### config.mk
export PLATFORM = sky130hd
export DESIGN_NAME = recon_bitstream_reader
export DESIGN_NICKNAME = d
export VERILOG_FILES = /design/src/rtl/recon_bitstream_reader.sv
export SDC_FILE = /design/constraint.sdc
export NUM_CORES = 1
export LEC_CHECK = 0
export ABC_AREA = 0
export BUFFER_PORTS_ARGS = -buffer_cell sky130_fd_sc_hd__clkbuf_2
export CORE_MARGIN = 4
export CORE_UTILIZATION = 47
export DETAILED_ROUTE_END_ITERATION = 10
export PLACE_DENSITY = 0.81
export SYNTH_ARGS = -nofsm -noshare
export SYNTH_HDL_FRONTEND = slang
export SYNTH_SLANG_ARGS = --single-unit
### constraint.sdc
create_clock -name clk -period 11.6 [get_ports clk]
set_clock_uncertainty 0.2 [all_clocks]
set_input_delay 2.32 -clock clk [delete_from_list [all_inputs] [get_ports clk]]
set_output_delay 2.32 -clock clk [all_outputs]
set_load 0.02 [all_outputs]
### src/rtl/recon_bitstream_reader.sv
// Read-side bitstream DMA: turns one read descriptor into AXI4 read bursts and one
// AXI-stream packet, then reports a tagged completion status.
module recon_bitstream_reader #(
    parameter int DATA_WIDTH    = 64,
    parameter int KEEP_WIDTH    = DATA_WIDTH / 8,
    parameter int ADDR_WIDTH    = 34,
    parameter int ID_WIDTH      = 8,
    parameter int LEN_WIDTH     = 20,
    parameter int TAG_WIDTH     = 8,
    parameter int MAX_BURST_LEN = 16,
    parameter int AXI_ID        = 0
) (
    input  logic                  clk,
    input  logic                  rst_n,

    input  logic [ADDR_WIDTH-1:0] s_axis_read_desc_addr,
    input  logic [LEN_WIDTH-1:0]  s_axis_read_desc_len,
    input  logic [TAG_WIDTH-1:0]  s_axis_read_desc_tag,
    input  logic                  s_axis_read_desc_valid,
    output logic                  s_axis_read_desc_ready,

    output logic [TAG_WIDTH-1:0]  m_axis_read_desc_status_tag,
    output logic [1:0]            m_axis_read_desc_status_error,
    output logic                  m_axis_read_desc_status_valid,

    output logic [ID_WIDTH-1:0]   m_axi_arid,
    output logic [ADDR_WIDTH-1:0] m_axi_araddr,
    output logic [7:0]            m_axi_arlen,
    output logic [2:0]            m_axi_arsize,
    output logic [1:0]            m_axi_arburst,
    output logic                  m_axi_arlock,
    output logic [3:0]            m_axi_arcache,
    output logic [2:0]            m_axi_arprot,
    output logic                  m_axi_arvalid,
    input  logic                  m_axi_arready,

    input  logic [ID_WIDTH-1:0]   m_axi_rid,
    input  logic [DATA_WIDTH-1:0] m_axi_rdata,
    input  logic [1:0]            m_axi_rresp,
    input  logic                  m_axi_rlast,
    input  logic                  m_axi_rvalid,
    output logic                  m_axi_rready,

    output logic [DATA_WIDTH-1:0] m_axis_tdata,
    output logic [KEEP_WIDTH-1:0] m_axis_tkeep,
    output logic                  m_axis_tlast,
    output logic                  m_axis_tvalid,
    input  logic                  m_axis_tready
);

    localparam int OFF = $clog2(KEEP_WIDTH);

    typedef enum logic [2:0] {
        S_IDLE,
        S_ADDR,
        S_DATA,
        S_WAIT,
        S_STATUS
    } state_t;

    state_t                r_state;
    state_t                w_next;
    logic                  r_armed;
    logic [ADDR_WIDTH-1:0] r_addr;
    logic [LEN_WIDTH-1:0]  r_beatsRem;
    logic [KEEP_WIDTH-1:0] r_lastKeep;
    logic [TAG_WIDTH-1:0]  r_tag;
    logic [1:0]            r_err;
    logic [8:0]            r_burst;
    logic [8:0]            r_burstCnt;

    logic [DATA_WIDTH-1:0] r_data0, r_data1;
    logic [KEEP_WIDTH-1:0] r_keep0, r_keep1;
    logic                  r_last0, r_last1;
    logic [1:0]            r_cnt;

    logic                  w_descFire;
    logic                  w_arFire;
    logic                  w_rFire;
    logic                  w_pop;
    logic                  w_full;
    logic                  w_misaligned;
    logic [LEN_WIDTH:0]    w_lenRound;
    logic [LEN_WIDTH-1:0]  w_descBeats;
    logic [OFF-1:0]        w_lenMod;
    logic [KEEP_WIDTH-1:0] w_one;
    logic [KEEP_WIDTH-1:0] w_descKeep;
    logic [13:0]           w_toBoundary;
    logic [31:0]           w_burstWide;
    logic [8:0]            w_burst;
    logic                  w_pushLast;
    logic [KEEP_WIDTH-1:0] w_pushKeep;
    logic                  w_unused;

    assign w_descFire   = s_axis_read_desc_valid && s_axis_read_desc_ready;
    assign w_arFire     = m_axi_arvalid && m_axi_arready;
    assign w_rFire      = m_axi_rvalid && m_axi_rready;
    assign w_pop        = m_axis_tvalid && m_axis_tready;
    assign w_full       = (r_cnt == 2'd2);
    assign w_misaligned = |s_axis_read_desc_addr[OFF-1:0];

    assign w_lenRound  = {1'b0, s_axis_read_desc_len} + (LEN_WIDTH+1)'(KEEP_WIDTH - 1);
    assign w_descBeats = LEN_WIDTH'(w_lenRound >> OFF);
    assign w_lenMod    = s_axis_read_desc_len[OFF-1:0];
    assign w_one       = KEEP_WIDTH'(1);
    assign w_descKeep  = (w_lenMod == '0) ? '1 : ((w_one << w_lenMod) - w_one);

    // Burst size is the smallest of: beats left, the burst cap, and beats up to the next 4 KiB page.
    assign w_toBoundary = (14'd4096 - {2'b00, r_addr[11:0]}) >> OFF;

    always_comb begin
        w_burstWide = 32'(MAX_BURST_LEN);
        if (32'(w_toBoundary) < w_burstWide) begin
            w_burstWide = 32'(w_toBoundary);
        end
        if (32'(r_beatsRem) < w_burstWide) begin
            w_burstWide = 32'(r_beatsRem);
        end
    end

    assign w_burst    = w_burstWide[8:0];
    assign w_pushLast = (r_beatsRem == LEN_WIDTH'(1));
    assign w_pushKeep = w_pushLast ? r_lastKeep : '1;
    assign w_unused   = ^{m_axi_rid, m_axi_rlast};

    assign m_axi_arid    = ID_WIDTH'(AXI_ID);
    assign m_axi_araddr  = r_addr;
    assign m_axi_arlen   = 8'(w_burst - 9'd1);
    assign m_axi_arsize  = 3'(OFF);
    assign m_axi_arburst = 2'b01;
    assign m_axi_arlock  = 1'b0;
    assign m_axi_arcache = 4'b0011;
    assign m_axi_arprot  = 3'b000;

    assign m_axis_tdata  = r_data0;
    assign m_axis_tkeep  = r_keep0;
    assign m_axis_tlast  = r_last0;
    assign m_axis_tvalid = (r_cnt != 2'd0);

    always_comb begin
        w_next = r_state;
        case (r_state)
            S_IDLE: begin
                if (w_descFire) begin
                    if ((s_axis_read_desc_len == '0) || w_misaligned) begin
                        w_next = S_STATUS;
                    end else begin
                        w_next = S_ADDR;
                    end
                end
            end
            S_ADDR: begin
                if (w_arFire) begin
                    w_next = S_DATA;
                end
            end
            S_DATA: begin
                if (w_rFire && (r_burstCnt == 9'd1)) begin
                    w_next = (r_beatsRem == LEN_WIDTH'(1)) ? S_WAIT : S_ADDR;
                end
            end
            S_WAIT: begin
                if ((r_cnt == 2'd0) || ((r_cnt == 2'd1) && w_pop)) begin
                    w_next = S_STATUS;
                end
            end
            S_STATUS: w_next = S_IDLE;
            default:  w_next = S_IDLE;
        endcase
    end

    // r_armed keeps the descriptor port closed while reset is held.
    assign s_axis_read_desc_ready        = (r_state == S_IDLE) && r_armed;
    assign m_axi_arvalid                 = (r_state == S_ADDR);
    assign m_axi_rready                  = (r_state == S_DATA) && !w_full;
    assign m_axis_read_desc_status_valid = (r_state == S_STATUS);
    assign m_axis_read_desc_status_tag   = m_axis_read_desc_status_valid ? r_tag : '0;
    assign m_axis_read_desc_status_error = m_axis_read_desc_status_valid ? r_err : 2'b00;

    always_ff @(posedge clk or negedge rst_n) begin
        if (!rst_n) begin
            r_state    <= S_IDLE;
            r_armed    <= 1'b0;
            r_addr     <= '0;
            r_beatsRem <= '0;
            r_lastKeep <= '0;
            r_tag      <= '0;
            r_err      <= 2'b00;
            r_burst    <= '0;
            r_burstCnt <= '0;
        end else begin
            r_state <= w_next;
            r_armed <= 1'b1;
            if ((r_state == S_IDLE) && w_descFire) begin
                r_addr     <= s_axis_read_desc_addr;
                r_beatsRem <= w_descBeats;
                r_lastKeep <= w_descKeep;
                r_tag      <= s_axis_read_desc_tag;
                r_err      <= ((s_axis_read_desc_len != '0) && w_misaligned) ? 2'b11 : 2'b00;
            end
            if ((r_state == S_ADDR) && w_arFire) begin
                r_burst    <= w_burst;
                r_burstCnt <= w_burst;
            end
            if ((r_state == S_DATA) && w_rFire) begin
                r_beatsRem <= r_beatsRem - LEN_WIDTH'(1);
                r_burstCnt <= r_burstCnt - 9'd1;
                if ((r_err == 2'b00) && m_axi_rresp[1]) begin
                    r_err <= m_axi_rresp[0] ? 2'b10 : 2'b01;
                end
                if (r_burstCnt == 9'd1) begin
                    r_addr <= r_addr + (ADDR_WIDTH'(r_burst) << OFF);
                end
            end
        end
    end

    // Two-entry skid: entry 0 is the head driving the stream, entry 1 absorbs a stalled beat.
    always_ff @(posedge clk or negedge rst_n) begin
        if (!rst_n) begin
            r_cnt   <= 2'd0;
            r_data0 <= '0;
            r_data1 <= '0;
            r_keep0 <= '0;
            r_keep1 <= '0;
            r_last0 <= 1'b0;
            r_last1 <= 1'b0;
        end else begin
            if (w_rFire && w_pop) begin
                if (r_cnt == 2'd1) begin
                    r_data0 <= m_axi_rdata;
                    r_keep0 <= w_pushKeep;
                    r_last0 <= w_pushLast;
                end else begin
                    r_data0 <= r_data1;
                    r_keep0 <= r_keep1;
                    r_last0 <= r_last1;
                    r_data1 <= m_axi_rdata;
                    r_keep1 <= w_pushKeep;
                    r_last1 <= w_pushLast;
                end
            end else if (w_pop) begin
                r_data0 <= r_data1;
                r_keep0 <= r_keep1;
                r_last0 <= r_last1;
                r_cnt   <= r_cnt - 2'd1;
            end else if (w_rFire) begin
                if (r_cnt == 2'd0) begin
                    r_data0 <= m_axi_rdata;
                    r_keep0 <= w_pushKeep;
                    r_last0 <= w_pushLast;
                end else begin
                    r_data1 <= m_axi_rdata;
                    r_keep1 <= w_pushKeep;
                    r_last1 <= w_pushLast;
                end
                r_cnt <= r_cnt + 2'd1;
            end
        end
    end

endmodule

==> results.toml <==
[place]
io_buffers = 263
dp.cells = 1785
dp_hpwl_um = 22800
place_congestion = 0.881

[sta]
timing.fmax_ghz = 0.122
timing_hold_violations_final = 0
tns_ns = 0
rsz0062_at_grt = "no"
report.final.slew_viol_count = 0
min_period_ns = 8.17
slew_headroom_pct = 22.4
period_share_pct = 70.4
worst_pin_slew_ns = 1.16
setup_viol_count_final = 0

[worst_setup_path]
crit_path_start_kind = "register"
required_ns = 9.08
crit_type = "reg -> out"
r2r-end = "m_axis_tdata[8]"
endpoint_kind = "output port"
crit_path_end = "m_axi_arlen[6]"
reg2reg_slack_ns = 7.04
r2r-start = "r_cnt[0]"
cp_max_fo = 14
crit_chain = "or4_1 -> or3_1 -> xor2_1 -> nand2_1 -> ha_1 -> a2111oi_0 -> a2111o_1 -> a41o_1 -> nand4b_1 -> mux2i_1 -> ha_1 -> nand2_1 -> or3_1 -> xor2_1 -> mux2i_1 -> clkbuf_2"
max_stage_delay_ns = 0.61
startpoint = "m_axi_araddr[0]"
cp_data_arrival_time_ns = 5.65
crit_slowest_cell = "or4_1"
r2r_cells = 11

[clocking]
ctsResizeCount = 0
cts.sinks = 242
cts_tree = "done"
cts_buffers = 27
post_cts_buffers = 0
htreeDepth = 1
cts_hold_buf = 0
path_clk_slew_ns = 0.06
cts_root_buffer = "clkbuf_16"
cts_buffer_depth = 3
clk_latency_ns = 0.54

[die]
die_x_um = 170
core_mm2 = 0.0260
rows = 59
die_y_um = 170
start_util_pct = 47.7
dieArea_mm2 = 0.0291
boundaryPins = 294

[global_route]
antenna_found_initial = 3
grt_usage_pct = 21.7
grt_pass1_vias = 10100
overflow = 0
grt_pass1_wl_um = 51700
grt_max_degree = 116

[power_and_ir_drop]
peakVddDrop_mv = 0.163
p_leak_nw = 7.10
power_density_mw_per_mm2 = 270

[routing]
wirelength_um = 32500
via_per_inst = 5.51
route.antenna.remaining_nets = 0
dr.first_iter.drc_count = 658
drt-pass1-iter-count = 5
wl_per_cell_um = 17.7
vias = 10100
drc = 0

[min_path]
hp-class = "reg -> reg"

[yosys]
ys.warnings.count = 0
synth_flop_cell = "dfrtp_1"
syn_avg_cell_area_um2 = 9.97
yosysTopAreaCell = "dfrtp_1"
async_flop_share_pct = 100
ys_types = 76
synth-edff-count = 0
syn_inst = 1244
yosys-top-cells-area = "dfrtp_1, mux2_2, mux2i_1"
ys_ff_latch = 242
netlist_area_mm2 = 0.0124
netlist.area_leader.share_pct = 48.8
seq_area_frac_synth_pct = 48.8

[cells_and_area]
final_cells = 1838
syn2layout_area_growth_pct = 19.7
layout.nets = 1650
drive_above_1_share_pct = 27.1
fin_util_pct = 57.2

[job]
maxCapViolCount = 0

[run_status]
status = "finished clean"
-- critical path, delay by kind of cell (launching register included) --
kind            cells  cell delay [ns]
buf+inv             1             0.21
mux                 2             0.78
simple gates        6             2.10
xor+xnor            2             0.31
flops               1             0.41
fa+ha+maj           2             0.63
compound gates      3             0.67
-- flip-flops by register name, summed over array words and instances, names as in the netlist, 3 cells and up --
name,cells
r_state,3
m_axi_araddr,34
r_data1,64
r_keep1,8
r_lastKeep,8
m_axis_tkeep,8
r_burstCnt,9
r_burst,9
r_tag,8
m_axis_tdata,64
r_beatsRem,20
-- logic make-up after synthesis --
logic type | count (synthesis) | synth area share, %
buf+inv | 114 | 4.38
simple gates | 422 | 16.1
xor+xnor | 33 | 2.33
other cells | 2 | 0.0605
flops | 242 | 48.8
fa+ha+maj | 28 | 2.88
compound gates | 260 | 13.2
mux | 143 | 12.2
-- worst min path at each step --
| stage | start | to | slack, ns | cells after the start |
|---|---|---|---|---|
| finish | r_tag[7] | r_tag[7] | 0.27 | 2 |
| global route | r_tag[7] | r_tag[7] | 0.29 | 2 |
| CTS | r_tag[7] | r_tag[7] | 0.27 | 2 |
| detailed placement | r_tag[7] | r_tag[7] | 0.25 | 2 |
| global placement | r_tag[4] | r_tag[4] | 0.25 | 2 |
| floorplan | r_tag[0] | r_tag[0] | 0.24 | 2 |
-- cell type report --
class,count,area [um^2]
antenna,3,7.51
clock buffer,40,795
clock inverter,10,169
fill,2264,11100
inverter,25,93.8
multi-input combinational,913,5930
sequential,242,6060
tap,335,419
timing repair buffer,270,1380
-- layout by cell type (no fill, tap or decap), types with 27 or more instances in the layout --
| cell | n |
|---|---|
| clkbuf_2 | 262 |
| dfrtp_1 | 242 |
| nand2_1 | 181 |
| o21ai_0 | 114 |
| nor2_1 | 94 |
| mux2i_1 | 74 |
| mux2_2 | 68 |
| nor3_1 | 31 |
| a21oi_1 | 31 |
| ha_1 | 27 |
| conb_1 | 27 |
| clkbuf_16 | 27 |
-- synthesized netlist by cell type (10+ instances only) --
cell / count
a211oi_1: 25
a21oi_1: 32
a31oi_1: 11
and2_1: 14
and3_1: 12
buf_2: 17
buf_4: 21
clkbuf_1: 45
dfrtp_1: 242
ha_1: 27
inv_1: 24
mux2_2: 68
mux2i_1: 74
nand2_1: 183
nand3_1: 25
nand4_1: 10
nor2_1: 94
nor3_1: 31
o211ai_1: 10
o21ai_0: 115
o31ai_1: 12
xnor2_1: 19
xor2_1: 14
-- per-layer routing --
metal / share of wire [%] / track usage (%) / up-vias
met5: 0 / 0 / -
met4: 4.7 / 9.58 / 0
met3: 5.4 / 3.25 / 87
met2: 48 / 35.4 / 316
met1: 42 / 28.8 / 4879
li1: - / - / 4838
-- metrics by stage --
stage,cell area (um^2),hold WS (ns),setup slack [ns],power (mW)
after floorplan,12500,0.237,4.29,2.59
after global placement,13900,0.251,4.15,3.02
after detailed placement,13900,0.255,4.03,3.10
after CTS,14800,0.271,3.47,4.04
after global routing,14900,0.291,3.11,4.28
final,14900,0.268,3.43,4.01
-- power by group --
group	total (mW)	switching (mW)	internal [mW]
Clock	0.917	0.352	0.565
Combinational	1.55	0.933	0.615
Sequential	1.54	0.311	1.23
Total	4.01	1.60	2.41
Note: power is estimated with default switching activity, not from simulation.
